===== config.mk =====
export PLATFORM = sky130hd
export DESIGN_NAME = if_fetch_bp
export DESIGN_NICKNAME = d
export VERILOG_FILES = /design/src/rtl/if_fetch_bp.sv
export SDC_FILE = /design/constraint.sdc
export NUM_CORES = 1
export LEC_CHECK = 0
export CAP_MARGIN = 20
export CORE_ASPECT_RATIO = 0.7
export CORE_MARGIN = 2
export CORE_UTILIZATION = 58
export DETAILED_ROUTE_END_ITERATION = 10
export DONT_BUFFER_PORTS = 1
export GPL_TIMING_DRIVEN = 0
export PLACE_DENSITY = 0.85
export SLEW_MARGIN = 5
export SYNTH_ARGS = -nofsm -noshare
export SYNTH_HDL_FRONTEND = slang
export SYNTH_SLANG_ARGS = --single-unit

===== constraint.sdc =====
create_clock -name clk -period 3.88 [get_ports clk]
set_input_delay 0.582 -clock clk [delete_from_list [all_inputs] [get_ports clk]]
set_output_delay 0.582 -clock clk [all_outputs]
set_load 0.005 [all_outputs]

===== src/rtl/if_fetch_bp.sv =====
// Instruction fetch stage with static JAL prediction, a 2-bit-counter BHT for
// conditional branches, and a small instruction FIFO toward the decoder.
// One fetch is outstanding at a time; a ROB redirect flushes the FIFO and
// drops any response still in flight.
module if_fetch_bp #(
  parameter int          QUEUE_DEPTH = 4,
  parameter int          BHT_ENTRIES = 64,
  parameter logic [31:0] RESET_PC    = 32'h0
) (
  input  logic        clk,
  input  logic        rst,
  input  logic        rdy,
  input  logic        jp_wrong,
  input  logic [31:0] jp_pc,
  input  logic        bht_upd_en,
  input  logic [31:0] bht_upd_pc,
  input  logic        bht_upd_taken,
  output logic        ic_req,
  output logic [31:0] ic_pc,
  input  logic        ic_rsp_valid,
  input  logic [31:0] ic_ins,
  input  logic        id_ready,
  output logic        id_valid,
  output logic [31:0] id_ins,
  output logic [31:0] id_pc,
  output logic        id_pred_taken,
  output logic [31:0] id_pred_pc
);

  localparam int QW = $clog2(QUEUE_DEPTH);
  localparam int BW = $clog2(BHT_ENTRIES);
  localparam logic [QW:0] DEPTH_C = QUEUE_DEPTH[QW:0];

  localparam logic [1:0] S_IDLE = 2'd0;
  localparam logic [1:0] S_WAIT = 2'd1;
  localparam logic [1:0] S_DROP = 2'd2;

  localparam logic [6:0] OP_JAL    = 7'b1101111;
  localparam logic [6:0] OP_BRANCH = 7'b1100011;

  // Saturating 2-bit counter step.
  function automatic logic [1:0] sat_update(input logic [1:0] ctr, input logic taken);
    if (taken) begin
      return (ctr == 2'b11) ? ctr : ctr + 2'b01;
    end else begin
      return (ctr == 2'b00) ? ctr : ctr - 2'b01;
    end
  endfunction

  // Predecode one instruction: returns {pred_taken, pred_pc}.
  function automatic logic [32:0] predict(input logic [31:0] ins, input logic [31:0] fpc,
                                          input logic bht_taken);
    logic signed [31:0] imm_j;
    logic signed [31:0] imm_b;
    logic        [31:0] seq_pc;
    imm_j  = {{11{ins[31]}}, ins[31], ins[19:12], ins[20], ins[30:21], 1'b0};
    imm_b  = {{19{ins[31]}}, ins[31], ins[7], ins[30:25], ins[11:8], 1'b0};
    seq_pc = fpc + 32'd4;
    case (ins[6:0])
      OP_JAL:    predict = {1'b1, fpc + $unsigned(imm_j)};
      OP_BRANCH: predict = bht_taken ? {1'b1, fpc + $unsigned(imm_b)} : {1'b0, seq_pc};
      default:   predict = {1'b0, seq_pc};
    endcase
  endfunction

  logic [1:0]    state;
  logic [31:0]   pc;
  logic [QW-1:0] wr_ptr;
  logic [QW-1:0] rd_ptr;
  logic [QW:0]   count;

  logic [31:0] q_ins     [QUEUE_DEPTH];
  logic [31:0] q_pc      [QUEUE_DEPTH];
  logic [31:0] q_pred_pc [QUEUE_DEPTH];
  logic        q_taken   [QUEUE_DEPTH];

  logic [1:0]  bht [BHT_ENTRIES];

  logic          issue;
  logic          pop;
  logic          vld_p0;
  logic          pred_taken_p0;
  logic [31:0]   pred_pc_p0;
  logic [BW-1:0] bht_idx_p0;
  logic [BW-1:0] upd_idx;
  logic          unused_pc_bits;

  assign unused_pc_bits = ^{bht_upd_pc[31:BW+2], bht_upd_pc[1:0]};

  assign issue  = rdy && !rst && !jp_wrong && (state == S_IDLE) && (count < DEPTH_C);
  assign ic_req = issue;
  assign ic_pc  = pc;

  // Fetch response -> predecoded FIFO entry (p0 = response cycle)
  assign bht_idx_p0 = pc[BW+1:2];
  assign upd_idx    = bht_upd_pc[BW+1:2];
  assign {pred_taken_p0, pred_pc_p0} = predict(ic_ins, pc, bht[bht_idx_p0][1]);
  assign vld_p0 = rdy && !jp_wrong && (state == S_WAIT) && ic_rsp_valid;

  assign id_valid = (count != '0);
  assign pop      = rdy && !jp_wrong && id_valid && id_ready;

  // Fetch FSM and PC: redirect wins over everything except reset and freeze.
  always_ff @(posedge clk) begin
    if (rst) begin
      state <= S_IDLE;
      pc    <= RESET_PC;
    end else if (rdy) begin
      if (jp_wrong) begin
        pc <= jp_pc;
        if (state == S_WAIT) begin
          state <= ic_rsp_valid ? S_IDLE : S_DROP;
        end
      end else begin
        case (state)
          S_IDLE: if (issue) state <= S_WAIT;
          S_WAIT: if (ic_rsp_valid) begin
            state <= S_IDLE;
            pc    <= pred_pc_p0;
          end
          S_DROP: if (ic_rsp_valid) state <= S_IDLE;
          default: state <= S_IDLE;
        endcase
      end
    end
  end

  // FIFO pointers and occupancy; a redirect empties the queue.
  always_ff @(posedge clk) begin
    if (rst) begin
      wr_ptr <= '0;
      rd_ptr <= '0;
      count  <= '0;
    end else if (rdy) begin
      if (jp_wrong) begin
        wr_ptr <= '0;
        rd_ptr <= '0;
        count  <= '0;
      end else begin
        if (vld_p0) wr_ptr <= wr_ptr + 1'b1;
        if (pop)    rd_ptr <= rd_ptr + 1'b1;
        case ({vld_p0, pop})
          2'b10:   count <= count + 1'b1;
          2'b01:   count <= count - 1'b1;
          default: count <= count;
        endcase
      end
    end
  end

  // FIFO storage (p1 = buffered toward decoder); data needs no reset.
  always_ff @(posedge clk) begin
    if (vld_p0) begin
      q_ins[wr_ptr]     <= ic_ins;
      q_pc[wr_ptr]      <= pc;
      q_pred_pc[wr_ptr] <= pred_pc_p0;
      q_taken[wr_ptr]   <= pred_taken_p0;
    end
  end

  // Branch history counters, trained by committed branches.
  always_ff @(posedge clk) begin
    if (rst) begin
      for (int i = 0; i < BHT_ENTRIES; i++) bht[i] <= 2'b01;
    end else if (rdy && bht_upd_en) begin
      bht[upd_idx] <= sat_update(bht[upd_idx], bht_upd_taken);
    end
  end

  // Head entry presented to the decoder; zero while empty.
  always_comb begin
    id_ins        = '0;
    id_pc         = '0;
    id_pred_pc    = '0;
    id_pred_taken = 1'b0;
    if (id_valid) begin
      id_ins        = q_ins[rd_ptr];
      id_pc         = q_pc[rd_ptr];
      id_pred_pc    = q_pred_pc[rd_ptr];
      id_pred_taken = q_taken[rd_ptr];
    end
  end

endmodule


Word level (Yosys, flattened, before mapping)

Memory sizes are Yosys's and may differ from the RTL's. A register that Yosys moved wholly into a read port is not among the register bits.
Index checks and enable logic that the tools add are counted.
W data, S select, Z words.

Register bits: 41
Bits in writable memories: 516
Bits of input ports: 104
Output and inout bits: 131
Word-level logic and storage cells: 103
Memories kept: 5

Add/sub/neg operators: 9
Order comparisons: 1
Equality and inequality tests: 10
Muxes and demuxes: 46
Reduce and logical (&&, ||, !) cells: 27

Memory list:

| name      | depth | bits a word | read ports | clocked after Yosys merged registers in | write ports | line | source |
|---|---|---|---|---|---|---|---|
| bht       | 64    | 2           | 2          | 1                                       | 64          | 77   | `logic [1:0] bht [BHT_ENTRIES];` |
| q_ins     | 4     | 32          | 1          | 1                                       | 1           | 72   | `logic [31:0] q_ins [QUEUE_DEPTH];` |
| q_pc      | 4     | 32          | 1          | 1                                       | 1           | 73   | `logic [31:0] q_pc [QUEUE_DEPTH];` |
| q_pred_pc | 4     | 32          | 1          | 1                                       | 1           | 74   | `logic [31:0] q_pred_pc [QUEUE_DEPTH];` |
| q_taken   | 4     | 1           | 1          | 1                                       | 1           | 75   | `logic q_taken [QUEUE_DEPTH];` |

Operators with widths:

| cell                    | count |
|---|---|
| $mux W32                | 6 |
| $pmux W33 S2            | 1 |
| $add A32 B32 Y32        | 2 |
| $mux W2                 | 23 |
| $mux W33                | 1 |
| $add A32 B3 Y32 const B | 1 |
| $mux W6                 | 3 |
| $eq A7 B7 Y1 const B    | 2 |
| $logic_and A1 B1 Y1     | 10 |
| $mux W1                 | 9 |
| $reduce_bool A2 Y1      | 4 |
| $add A2 B1 Y2 const B   | 3 |
| $eq A2 B2 Y1 const B    | 3 |
| $pmux W3 S2             | 1 |
| $reduce_and A2 Y1       | 3 |
| $reduce_bool A3 Y1      | 2 |
| $eq A2 B1 Y1 const B    | 2 |
| $logic_not A2 Y1        | 2 |
| $pmux W2 S2             | 1 |
| $reduce_and A4 Y1       | 1 |
| $reduce_or A2 Y1        | 2 |
| $add A3 B1 Y3 const B   | 1 |
| $lt A3 B3 Y1 const B    | 1 |
| $mux W3                 | 1 |
| other kinds (7)         | 8 |

Longest topological paths before layout

Depth in word-level cells: 8
Gate-level depth with buffers: 14
Depth with buffers taken out: 12

Worst setup path before layout

Ideal clock, no wire load.

Kind: input port to flip-flop
Start point: input port jp_wrong
End point: memory q_ins[3][0] (enable)
Library setup time: 0.466 ns
Arrival: 3.370 ns
Data required time: 3.414 ns
Setup slack: 0.044 ns
Stages: 3
Buffers on the path: 1
Cell sequence: clkbuf_1 o21a_1 and3_1

Word-level cells in the longest chain between the ends: 6

RTL lines:

| item                              | line | source |
|---|---|---|
| start: declaration                | 13   | `input logic jp_wrong,` |
| $logic_not A1 Y1                  | 98   | `assign vld_p0 = rdy && !jp_wrong && (state == S_WAIT) && ic_rsp_valid;` |
| $logic_and A1 B1 Y1 (3 in series) | 98   |  |
| $mux W1                           | 153  | `if (vld_p0) begin` |
| $mux W1 (implied by the code)     | 154  | `q_ins[wr_ptr] <= ic_ins;` |
| end: declaration                  | 72   |  |

No other way between the ends.

Worst setup path in the final report

Start point: register pc[1], in the netlist ic_pc[1]
End point: memory q_pred_pc[0][27], data pin

Word-level cells in the longest chain between the ends: 3
Elaborated cells between the ends (all ways): 5
Classes of those cells: add/sub (3); mux (2)

RTL lines:

| item                                                | line   | source |
|---|---|---|
| start: declaration                                  | 67     | `logic [31:0] pc;` |
| start signal: assignment                            | 110    | `pc <= jp_pc;` |
| start signal: assignment                            | 119    | `pc <= pred_pc_p0;` |
| $add A32 B3 Y32 or $add A32 B32 Y32 (tied branches) | 58, 61 |  |
| $mux W33                                            | 61     | `OP_BRANCH: predict = bht_taken ? {1'b1, fpc + $unsigned(imm_b)} : {1'b0, seq_pc};` |
| $pmux W33 S2 (*)                                    | 59     | `case (ins[6:0])` |
| net pred_pc_p0[27]                                  | 83     | `logic [31:0] pred_pc_p0;` |
| end: declaration                                    | 74     |  |

Mark *: on every way through the listed nets, which the timed path passes. The rest lies on a longest branch.

==> reports/metrics.yaml <==
synth:
  synth_nets: 2195
  netlist_area_um2: 27300
  synthFlopType: "edfxtp_1"
  synth-compound-area-share_pct: 11.3
  synth_cell_type_count: 87
  synth-edff-count: 512
  synthAdderAreaFrac_pct: 2.58
  synth_seq_cells: 561
  synth_top_family_by_area: "simple AND/OR/NAND/NOR gates"
  synth_xor_area_share_pct: 1.76
  syn_inst: 2038
  muxShareOfSynthArea_pct: 9.86
  async_reset_ff_share_pct: 0
  yosysSeqAreaShare_pct: 59.8
  syn_area_per_cell_um2: 13.4
  yosys.area_share.simple_pct: 11.7
  synth.yosys.warnings: 0
pwr:
  p_total_uw: 13400
  power_leakage_uw: 0.00991
  ir_drop_uv: 346
  p_per_area_nw_per_um2: 445
global_route:
  grt_antenna_before_repair: 12
  grt_pass1_wl_um: 123000
  grt_use_total_pct: 34.8
  grt_pass1_vias: 18579
  grt-ovfl-total: 0
  grt_max_degree: 58
drt:
  ant_nets: 0
  top_layer: "met5"
  vias_per_cell: 7.11
  met2WireLength_um: 34700
  post_drt_wl_per_cell_um: 30.9
  wl_um: 85400
  met3_length_um: 14800
  dr_total_vias: 19617
  drtIter0Drc: 3369
  firstDrtPassIters: 8
  route.detailed.drc: 0
  wl_met1_um: 32300
cells_and_area:
  drive_gt1_share_pct: 14.0
  seq_area_um2: 16400
  final_cell_mix: "edfxtp_1, clkbuf_1, and2_1, mux4_2, nor2_1"
  fillerInstances: 3259
  final_common_cell: "edfxtp_1"
  multiInputGateArea_um2: 10200
  syn2layout_area_growth_pct: 10.3
  fin_nets: 2253
  stdcell_count: 2760
clocking:
  cts.htree.levels: 2
  cts_buffer_depth: 3
  hold_buffers: 0
  cts_tree: "done"
  clock_latency_ps: 610
  cts_sinks: 561
  path_clk_slew_ps: 70
  numCtsBuffers: 51
  cts_setup_buffers: 0
  root_buffer: "clkbuf_16"
sta:
  fin_ws_ps: 40.9
  max_freq_mhz: 260
  hold_violations: 0
  tns_ps: 0
  max_slew_margin_pct: 24.3
  fin_crit_sh_pct: 98.9
  rsz0062_at_grt: "false"
  fin_skew_ps: 18.7
  period_needed_ps: 3840
  worstMarginPinSlew_ps: 1120
  slew_viol_final: 0
  setup_viol: 0
  timing.hold.ws_ps: 69.5
placed_design:
  dpl.cell_count: 2655
  port_buffers: 0
  dp_worst_setup_slack_ps: -233
  place_hpwl_um: 60000
  place_congestion: 1.11
floorplan:
  num_rows: 66
  die_x_um: 264
  core_um2: 46500
  boundaryPins: 235
  die-height_um: 186
  start_util_pct: 58.8
  dieArea_um2: 48900
status:
  status: "complete, no violations"
worst_setup_path:
  cp_max_fo: 9
  crit_path_max_incr_delay_ps: 530
  cp_slowest_cell: "dfxtp_2"
  endpoint_kind: "register"
  crit_type: "reg -> reg"
  crit_chain: "ha_1 -> inv_1 -> fa_1 -> nand2b_1 -> a21oi_1 -> o211ai_1 -> a31oi_1 -> a21oi_1 -> a21oi_1 -> nor3_1 -> a211oi_1 -> nand2_1"
  cp.arrival_ps: 4150
  cp.required_ps: 4190
  crit_path_frequent_cell: "a21oi_1"
  startpoint_type: "register"
min_path:
  worst_hold_path_type: "in -> reg"
job:
  drv_cap: 0
==> power by group <==
part	leakage [uW]	switching, uW	internal [uW]	total (uW)
sequential	0.00516	123	6700	6820
combinational	0.00389	769	375	1140
clock	0.000856	2240	3220	5450
total	0.00991	3130	10300	13400
==> synth_stat cells (24+ instances only) <==
cell	count	area, um2
ha_1	50	626
nand4_1	41	257
nor2_1	110	413
clkbuf_1	115	432
edfxtp_1	512	15400
nor3_1	76	380
xnor2_1	37	324
mux4_2	111	2500
nand2_1	108	405
and2_1	111	694
nand3_1	69	345
o21ai_0	45	225
o21bai_1	27	203
a22oi_1	71	533
dfxtp_1	49	981
buf_2	24	120
a21oi_1	56	280
a21o_1	51	383
inv_1	33	124
==> path summary, 6_finish.rpt <==
kind	from	to	slack, ps	cells past startpoint
max	ic_pc[1]	q_pred_pc[0][27]	40	12
min	ic_ins[26]	q_ins[2][26]	70	0
max reg2reg	ic_pc[1]	q_pred_pc[0][27]	40	12
min reg2reg	state[1]	state[1]	490	2
==> critical path, delay by kind of cell, from the launching register on <==
family,cells,cell delay [ps]
DFF,1,530
and+or+nand+nor,3,480
AOI/OAI and AO/OA,6,1780
adders and majority gates,2,670
buffers and inverters,1,70
==> through the flow <==
step / area, um2 / util, %
global route: 30200 / 64.9
detailed placement: 28200 / 60.8
CTS: 30100 / 64.7
floorplan: 27300 / -
finish: 30200 / 64.9
global placement: 28100 / 60.5
==> cell type report <==
class	instances	area share [%]
Sequential cell	561	54.3
Antenna cell	12	0.0995
Tap cell	612	2.54
Inverter	35	0.452
Buffer	155	2.31
Clock buffer	60	4.48
Clock inverter	33	1.46
Timing Repair Buffer	7	0.423
Multi-Input combinational cell	1285	34.0
==> registers in the layout (all words and copies together) (netlist names), named ones only <==
| name | count |
|---|---|
| bht | 128 |
| q_ins | 128 |
| q_pred_pc | 128 |
| q_pc | 124 |
| ic_pc | 32 |
| q_taken | 4 |
| count | 3 |
| rd_ptr | 2 |
| state | 2 |
| wr_ptr | 2 |
==> cell families after synthesis <==
group	count (synthesis)
adders and majority gates	55
and+or+nand+nor	618
xor gates and xnor gates	55
DFF	561
buffers and inverters	192
AOI/OAI and AO/OA	427
muxes	130
==> what timing repair did <==
item                                    CTS  global route
endpoints found under the hold margin     0             0
pin swaps                                 0             0
resized for setup                        20            18
endpoints found under the setup margin   91            66
==> layer usage <==
layer,up-vias,global-route usage [%]
met5,-,0.300
met2,1637,46.7
met3,229,15.7
met1,9628,49.0
li1,8119,-
met4,4,13.9
Note: power is estimated with default switching activity, not from simulation.
